[src/rtl/hazard_control_unit.sv]
// Stall/flush controller for the 5-stage MIPS32 pipeline: load-use stalls, taken-branch
// squashes, bounded memory-wait freezes and saturating stall/flush counters.
module hazard_control_unit #(
  parameter logic [7:0] MEM_TIMEOUT = 8'd16,
  parameter int         CNT_W       = 16
) (
  input  logic             Clk,
  input  logic             Reset,
  input  logic             MemRead_EX,
  input  logic [4:0]       Rt_EX,
  input  logic [4:0]       Rs_ID,
  input  logic [4:0]       Rt_ID,
  input  logic             Uses_Rt_ID,
  input  logic             Branch_Taken_MEM,
  input  logic             Mem_Access_MEM,
  input  logic             Mem_Ready,
  output logic             PC_Write,
  output logic             IF_ID_Write,
  output logic             IF_ID_Flush,
  output logic             ID_EX_Bubble,
  output logic             EX_MEM_Bubble,
  output logic             Pipeline_Freeze,
  output logic [1:0]       State,
  output logic             Mem_Error,
  output logic [CNT_W-1:0] Stall_Cycles,
  output logic [CNT_W-1:0] Flush_Count
);

  localparam logic [1:0] S_RUN      = 2'd0;
  localparam logic [1:0] S_MEM_WAIT = 2'd1;
  localparam logic [1:0] S_FLUSH    = 2'd2;

  logic [1:0]       r_state;
  logic [7:0]       r_waitCnt;
  logic             r_memError;
  logic [CNT_W-1:0] r_stallCycles;
  logic [CNT_W-1:0] r_flushCount;

  logic       w_loadUse;
  logic       w_memStall;
  logic [1:0] w_nextState;
  logic [7:0] w_nextWaitCnt;
  logic       w_setError;
  logic       w_flushInc;

  assign w_loadUse  = MemRead_EX && (Rt_EX != 5'd0) &&
                      ((Rt_EX == Rs_ID) || (Uses_Rt_ID && (Rt_EX == Rt_ID)));
  assign w_memStall = Mem_Access_MEM && !Mem_Ready;

  assign State        = r_state;
  assign Mem_Error    = r_memError;
  assign Stall_Cycles = r_stallCycles;
  assign Flush_Count  = r_flushCount;

  // Control outputs and next-state decode; everything stays at defaults while Reset is high.
  always_comb begin
    PC_Write        = 1'b1;
    IF_ID_Write     = 1'b1;
    IF_ID_Flush     = 1'b0;
    ID_EX_Bubble    = 1'b0;
    EX_MEM_Bubble   = 1'b0;
    Pipeline_Freeze = 1'b0;
    w_nextState     = r_state;
    w_nextWaitCnt   = r_waitCnt;
    w_setError      = 1'b0;
    w_flushInc      = 1'b0;
    if (!Reset) begin
      case (r_state)
        S_RUN: begin
          if (Branch_Taken_MEM) begin
            IF_ID_Flush   = 1'b1;
            ID_EX_Bubble  = 1'b1;
            EX_MEM_Bubble = 1'b1;
            w_nextState   = S_FLUSH;
            w_flushInc    = 1'b1;
          end else if (w_memStall) begin
            Pipeline_Freeze = 1'b1;
            PC_Write        = 1'b0;
            IF_ID_Write     = 1'b0;
            w_nextState     = S_MEM_WAIT;
            w_nextWaitCnt   = 8'd1;
          end else if (w_loadUse) begin
            PC_Write     = 1'b0;
            IF_ID_Write  = 1'b0;
            ID_EX_Bubble = 1'b1;
          end
        end
        S_MEM_WAIT: begin
          if (w_memStall && (r_waitCnt < MEM_TIMEOUT)) begin
            Pipeline_Freeze = 1'b1;
            PC_Write        = 1'b0;
            IF_ID_Write     = 1'b0;
            w_nextWaitCnt   = r_waitCnt + 8'd1;
          end else begin
            // A still-pending access here has hit the timeout and is abandoned.
            w_setError    = w_memStall;
            w_nextState   = S_RUN;
            w_nextWaitCnt = 8'd0;
          end
        end
        S_FLUSH: begin
          w_nextState = S_RUN;
          if (w_loadUse) begin
            PC_Write     = 1'b0;
            IF_ID_Write  = 1'b0;
            ID_EX_Bubble = 1'b1;
          end
        end
        default: begin
          w_nextState   = S_RUN;
          w_nextWaitCnt = 8'd0;
        end
      endcase
    end
  end

  always_ff @(posedge Clk) begin
    if (Reset) begin
      r_state       <= S_RUN;
      r_waitCnt     <= 8'd0;
      r_memError    <= 1'b0;
      r_stallCycles <= '0;
      r_flushCount  <= '0;
    end else begin
      r_state   <= w_nextState;
      r_waitCnt <= w_nextWaitCnt;
      if (w_setError) r_memError <= 1'b1;
      if (!PC_Write && (r_stallCycles != '1)) r_stallCycles <= r_stallCycles + CNT_W'(1);
      if (w_flushInc && (r_flushCount != '1)) r_flushCount <= r_flushCount + CNT_W'(1);
    end
  end

endmodule

[config.mk]
export PLATFORM = sky130hd
export DESIGN_NAME = hazard_control_unit
export DESIGN_NICKNAME = d
export VERILOG_FILES = /design/src/rtl/hazard_control_unit.sv
export SDC_FILE = /design/constraint.sdc
export NUM_CORES = 1
export LEC_CHECK = 0
export ABC_CLOCK_PERIOD_IN_PS = 2050
export CAP_MARGIN = 20
export CORE_ASPECT_RATIO = 1.4
export CORE_MARGIN = 2
export CORE_UTILIZATION = 44
export CTS_BUF_LIST = sky130_fd_sc_hd__clkbuf_4
export DETAILED_ROUTE_END_ITERATION = 7
export PLACE_DENSITY_LB_ADDON = 0.05
export SYNTH_ARGS = -nofsm -noshare
export SYNTH_HDL_FRONTEND = slang
export SYNTH_SLANG_ARGS = --single-unit
[constraint.sdc]
create_clock -name Clk -period 2.05 [get_ports Clk]
set_clock_uncertainty 0.1 [all_clocks]
set_input_delay 0.41 -clock Clk [delete_from_list [all_inputs] [get_ports Clk]]
set_output_delay 0.41 -clock Clk [all_outputs]
set_load 0.005 [all_outputs]
==> results.md, run 1 <==
* Post-CTS Hold Buffers at 0
* Placer's final routability congestion estimate at between 0.7 and 0.8
* Number of placement rows at 29
* Wire length after detailed routing at 6150 um
* Cell class contributing the biggest share of worst-path delay: simple AND/OR/NAND/NOR gates
* Bufs on Longest Clock Path at 2
* Post-route worst hold slack at 0.392 ns
* Total standard cell area after synthesis at 2130 sq um
* Top-Level Pins at 63
* Register area share after synthesis at 0.404
* Number of antenna-violating nets in the routed design at 0
* Required @ worst endpoint at ~1.5 ns
* Remaining design rule violation count at 0
* Mean area per synthesized cell at 8.31 sq um
* Final worst-path setup slack at -0.208 ns
* Slew HR at 0.763
* Minimum period implied by the final worst setup slack at about 2.3 ns
* Wire length of the first global-routing pass at approximately 10000 um
* Number of DRC violations after detailed-routing iteration 0 at 70
* Top achievable clock speed at roughly 0.44 GHz
* R2r startpoint: Stall_Cycles[1]
* Dpl hpwl at 4270 um
* Detailed Routing Iterations Pass 1 at 4
* Number of diodes at 0
* PD cells at 444 nW/um^2
* Number of cells traversed by the worst hold path at 2
* Effective utilization at floorplan at 0.462
* Leading cell type in the layout, fill and taps excluded: sky130_fd_sc_hd__buf_4
* Endpoint with the worst hold slack: Mem_Error
* Type of the worst setup path: in -> out
* Count of final max-slew check failures at 0
* Layout-stage area growth over the synthesis result at 58.8%
* Fraction of layout instances using a drive strength above 1 at 0.287
* Biggest cell delay along the critical path at 0.49 ns
* Clock net sink count at 43
* Post-synthesis sequential element count at 43
* Total via count after detailed routing at between 2000 and 2500
* Status: finished, violations left
* Switching share of total power at 0.261
* GRT Resource Usage Total at 0.234
* Power Internal at 1110 uW
* Yosys Warn Count at 0
* Transition time at the pin with the least slew margin at approximately 0.36 ns
* Slowest stage cell on the critical path: sky130_fd_sc_hd__or4_4
* Crit path DAT at between 1.5 and 2 ns
* Maximum fanout along the worst path at 3
* Fill cell total of the finished layout at between 300 and 400
* Ratio of final minimum period to clock period at 1.10
* Hold crit path type: reg -> reg
* P_leak at around 0.0013 uW
* Critical Path Source: Rt_EX[2]
* Via count of the first global-routing pass at 2285
* RR Endpoint: Stall_Cycles[5]
* Die footprint at ~5400 sq um
* Multi-input gate area at 1360 sq um
* Area taken by flip-flops and latches at between 800 and 900 sq um
* Series of cell instances along the critical path: clkdlybuf4s15_2 > or4_4 > o21ai_4 > nor4_4 > o21bai_1 > buf_2
* Overall power consumption at 1500 uW
* Startpoint of the most critical hold path: Mem_Error
* Net switching power figure at 392 uW
* Part of the total power dissipated in combinational logic at 0.160
* Clk Tree Root Cell: sky130_fd_sc_hd__clkbuf_4
* Final Hold Fails at 0
* Startpoint kind of the worst setup timing path: input port
* Largest net degree at the start of global routing at 33
* Count of port buffers added during placement at between 60 and 70
* Finish-stage setup viols at 12
* Post-synthesis cell type count at 43
* Total CTS buffers at 5
* DR vias/cell at approximately 5.3
* Maximum ir drop on the vdd rail at approximately 0.38 mV
* Async SR Flop Fraction at 0
* Core region area at 4610 sq um
* Worst Reg2Reg Path Length in Cells at 8
* Crit path capture type: output pin
* Clock tree from TritonCTS: done
* Global-route congestion overflow total at 0
* Maximum level of the CTS H-tree at 2
* Number of synthesized flops with an enable pin at 0
* R2R Setup Slk at -0.02 ns
* Clock power frac at 0.275
* Buf+Inv Stages, Crit Path at 2
* Most frequent cells in the layout: 52 x sky130_fd_sc_hd__buf_4, 44 x sky130_fd_sc_hd__nor2_1, 40 x sky130_fd_sc_hd__dfxtp_1
* Routed wire per std cell at around 14 um
* Violations in the final reports: negative setup slack
* Die Wd at 62.8 um
* Die height at 86.3 um
* RSZ-0062 raised after global routing: true
* Antenna violations before repair at 0
* Clock-pin slew on the worst setup and hold paths at 0.12 ns
* Util after Layout at 0.734
* Synthesized Nets at approximately 280
* Synth Instances at 256
* Top FF cell, synth: sky130_fd_sc_hd__dfxtp_1
* Relative contribution of sequential cells to total power at 0.565
* Nets@finish at ~400
* Clock latency on the worst-skew pair at around 0.36 ns
* Max-cap viol count at 0
-- cells in the mapped netlist (all sizes together) (5+ instances only) --
| cell type | number | area, sq um |
|---|---|---|
| dfxtp | 43 | 861 |
| clkbuf | 6 | 22.5 |
| a21oi | 16 | 80.1 |
| nand2 | 14 | 52.6 |
| nand3 | 13 | 65.1 |
| xnor2 | 6 | 52.6 |
| nor4 | 5 | 52.6 |
| nor2 | 46 | 173 |
| inv | 7 | 26.3 |
| xor2 | 23 | 201 |
| o21ai | 14 | 73.8 |
| nand4 | 10 | 62.6 |
| or3 | 9 | 56.3 |
-- worst min-delay path, delay by kind of cell (launching register included) --
kind | cells | cell delay [ns]
flip-flops | 1 | 0.35
AND/OR/NAND/NOR | 1 | 0.08
AO/OA/AOI/OAI | 1 | 0.04
-- power groups by stage --
stage / clock network (uW) / logic (uW) / registers, uW
final: 413 / 240 / 849
after global routing: 459 / 260 / 851
after CTS: 426 / 229 / 849
after detailed placement: 0 / 213 / 868
after global placement: 0 / 210 / 867
after floorplan: 0 / 81.9 / 871
-- how the worst max path moves through the flow --
| stage | slack [ns] | to | cells after the start |
|---|---|---|---|
| detailed placement | -0.92 | ID_EX_Bubble | 8 |
| global route | -0.31 | PC_Write | 8 |
| CTS | -0.24 | IF_ID_Write | 8 |
| finish | -0.21 | PC_Write | 6 |
| floorplan | -0.07 | Stall_Cycles[6] | 8 |
| global placement | -0.86 | ID_EX_Bubble | 7 |
-- area by class of cell --
cell class,instances,area share
Timing Repair Buffer,116,0.296
Multi-Input combinational cell,199,0.401
Tap cell,62,0.0229
Clock buffer,6,0.0133
Sequential cell,43,0.256
Inverter,7,0.00777
Clock inverter,2,0.00222
-- per-layer routing --
metal / GRT usage / vias to the layer above / share of wire
met4: 0.0828 / 0 / 0.013
met2: 0.448 / 57 / 0.54
met1: 0.255 / 1106 / 0.40
met3: 0.0481 / 7 / 0.041
met5: 0 / - / 0
li1: - / 1139 / -
-- sequential cells by signal, summed over array words and instances (netlist names) --
| signal | cells |
|---|---|
| Flush_Count | 16 |
| Mem_Error | 1 |
| Stall_Cycles | 16 |
| State | 2 |
| r_waitCnt | 8 |
-- logic make-up after synthesis --
kind of cell	share of synthesized area
AO/OA/AOI/OAI	0.121
XOR/XNOR	0.119
adder cells (fa/ha/maj)	0.0176
buffers and inverters	0.0388
flip-flops	0.404
multiplexers	0.00941
AND/OR/NAND/NOR	0.289
-- what timing repair did --
action,4_1_cts,5_1_grt
setup endpoints to repair,34,26
cloned,2,1
gates resized for setup,89,17
pin swaps,26,9
setup buffers,3,3
-- metrics by stage --
step | instances | worst slack, ns | TNS [ns] | area, sq um
floorplan | 256 | -0.0691 | -0.165 | 2130
global placement | 419 | -0.857 | -23.79 | 3140
detailed placement | 419 | -0.918 | -25.09 | 3140
CTS | 432 | -0.242 | -1.15 | 3290
global route | 435 | -0.312 | -2.88 | 3380
finish | 435 | -0.208 | -1.19 | 3380
Note: power is estimated with default switching activity, not from simulation.
==> run 2, diff against run 1 <==
CORE_MARGIN = 5   (was 2)
CORE_UTILIZATION = 42   (was 44)
CTS_BUF_LIST = default   (was sky130_fd_sc_hd__clkbuf_4)
==> results.md, run 2 (synthesized netlist as in run 1, its figures left out) <==
* Die height at roughly 94 um
* Slew HR at 0.787
* Capturing instance or port of the critical path: IF_ID_Write
* Dpl hpwl at between 4000 and 5000 um
* Largest net degree at the start of global routing at 24
* Overall power consumption at between 1500 and 2000 uW
* Clock latency on the worst-skew pair at ~0.3 ns
* P_leak at 0.00141 uW
* RSZ-0062 raised after global routing: true
* Leading cell type in the layout, fill and taps excluded: sky130_fd_sc_hd__buf_4
* Count of final max-slew check failures at 0
* Type of the worst setup path: in -> out
* Number of DRC violations after detailed-routing iteration 0 at 69
* Violations in the final reports: negative setup slack
* RR Endpoint: Stall_Cycles[15]
* WP depth at 7
* Total CTS buffers at 5
* Post-CTS Hold Buffers at 0
* Critical Path Source: Rt_EX[1]
* Maximum ir drop on the vdd rail at around 0.37 mV
* DR vias/cell at 5.14
* Cell class contributing the biggest share of worst-path delay: simple AND/OR/NAND/NOR gates
* R2R Setup Slk at around 0.060 ns
* Final total negative setup slack at -0.433 ns
* Wire length of the first global-routing pass at between 9000 and 10000 um
* Placer's final routability congestion estimate at just under 0.9
* Buf+Inv Stages, Crit Path at 3
* Worst Reg2Reg Path Length in Cells at 10
* Final worst-path setup slack at -0.180 ns
* Nets@finish at about 400
* Clock net sink count at 43
* Maximum fanout along the worst path at 3
* Total via count after detailed routing at around 2300
* Status: finished, violations left
* Maximum level of the CTS H-tree at 2
* Startpoint of the most critical hold path: Mem_Error
* Crit path capture type: output pin
* Crit path DAT at between 1.5 and 2 ns
* Core region area at about 4900 sq um
* Clock tree from TritonCTS: done
* Clock-pin slew on the worst setup and hold paths at about 0.08 ns
* Number of diodes at 0
* Count of port buffers added during placement at 62
* Routed wire per std cell at 13.6 um
* Top achievable clock speed at 0.448 GHz
* Bufs on Longest Clock Path at 2
* Required @ worst endpoint at approximately 1.5 ns
* Final Hold Fails at 0
* Antenna violations before repair at 0
* Effective utilization at floorplan at 0.436
* Global-route congestion overflow total at 0
* Max-cap viol count at 0
* Die Wd at about 70 um
* Via count of the first global-routing pass at 2185
* Clk Tree Root Cell: sky130_fd_sc_hd__clkbuf_8
* Ratio of final minimum period to clock period at 1.09
* Die footprint at 6610 sq um
* Wire length after detailed routing at 6040 um
* Remaining design rule violation count at 0
* Startpoint kind of the worst setup timing path: input port
* PD cells at just under 500 nW/um^2
* Series of cell instances along the critical path: buf_8 > or4_4 > o21ai_4 > nor4_4 > o21bai_1 > buf_4 > buf_6
* Post-route worst hold slack at between 0.3 and 0.4 ns
* Slowest stage cell on the critical path: sky130_fd_sc_hd__or4_4
* R2r startpoint: r_waitCnt[7]
* Detailed Routing Iterations Pass 1 at 4
* Minimum period implied by the final worst setup slack at 2.23 ns
* Util after Layout at 0.723
* Most frequent cells in the layout: 60 x sky130_fd_sc_hd__buf_4, 44 x sky130_fd_sc_hd__nor2_1, 43 x sky130_fd_sc_hd__dfxtp_1
* Layout-stage area growth over the synthesis result at 65.8%
* Hold crit path type: reg -> reg
* Top-Level Pins at 63
* Number of antenna-violating nets in the routed design at 0
* Number of placement rows at 30
* Transition time at the pin with the least slew margin at 0.317 ns
* Finish-stage setup viols at 4
* Biggest cell delay along the critical path at approximately 0.54 ns
* Fraction of layout instances using a drive strength above 1 at 0.320
* GRT Resource Usage Total at 0.180
[run 2: through the flow]
step | instances | area [sq um] | worst slack, ns
finish | 445 | 3530 | -0.180
global placement | 431 | 3220 | -0.906
detailed placement | 431 | 3220 | -0.935
CTS | 442 | 3400 | -0.286
global route | 445 | 3530 | -0.228
floorplan | 256 | 2130 | -0.0691
[run 2: worst min-delay path by stage]
| stage | cells after the start | slack (ns) | to |
|---|---|---|---|
| global route | 2 | 0.42 | Mem_Error |
| global placement | 2 | 0.35 | Mem_Error |
| floorplan | 2 | 0.34 | r_waitCnt[7] |
| finish | 2 | 0.38 | Mem_Error |
| CTS | 2 | 0.38 | Mem_Error |
| detailed placement | 2 | 0.36 | Mem_Error |
[run 2: per-layer routing]
| layer | track usage | part of all wire | up-vias |
|---|---|---|---|
| met1 | 0.200 | 0.41 | 1076 |
| met5 | 0 | 0 | - |
| li1 | - | - | 1145 |
| met2 | 0.335 | 0.53 | 55 |
| met4 | 0.0623 | 0.017 | 0 |
| met3 | 0.0396 | 0.036 | 10 |
[run 2: worst register-to-register path: stages (launching register included)]
cell                      delay [ns]
sky130_fd_sc_hd__dfxtp_1        0.32
sky130_fd_sc_hd__nor4_1         0.26
sky130_fd_sc_hd__buf_4          0.16
sky130_fd_sc_hd__and3_4         0.18
sky130_fd_sc_hd__buf_4          0.10
sky130_fd_sc_hd__nor2_1         0.05
sky130_fd_sc_hd__nor2_1         0.16
sky130_fd_sc_hd__nand3_2        0.14
sky130_fd_sc_hd__buf_4          0.16
sky130_fd_sc_hd__o21ai_0        0.19
sky130_fd_sc_hd__a21oi_2        0.08
[run 2: timing repair]
item,CTS,global route
buffers inserted,6,3
endpoints found under the setup margin,33,24
pin swaps,30,10
resized for setup,90,29
[run 2: layout make-up]
| class | instances | area (sq um) |
|---|---|---|
| clock buffers | 6 | 72.6 |
| clock inverters | 1 | 30.0 |
| fillers | 409 | 1350 |
| inverters | 7 | 26.3 |
| multi-input cells | 196 | 1350 |
| flip-flops and latches | 43 | 861 |
| well taps | 64 | 80.1 |
| repair buffers | 128 | 1110 |
[run 2: where the power goes]
group	leakage (uW)	total, uW	internal [uW]	switching, uW
sequential	0.000347	850	842	8.40
clock	0.0000513	639	357	282
combinational	0.00101	241	132	109
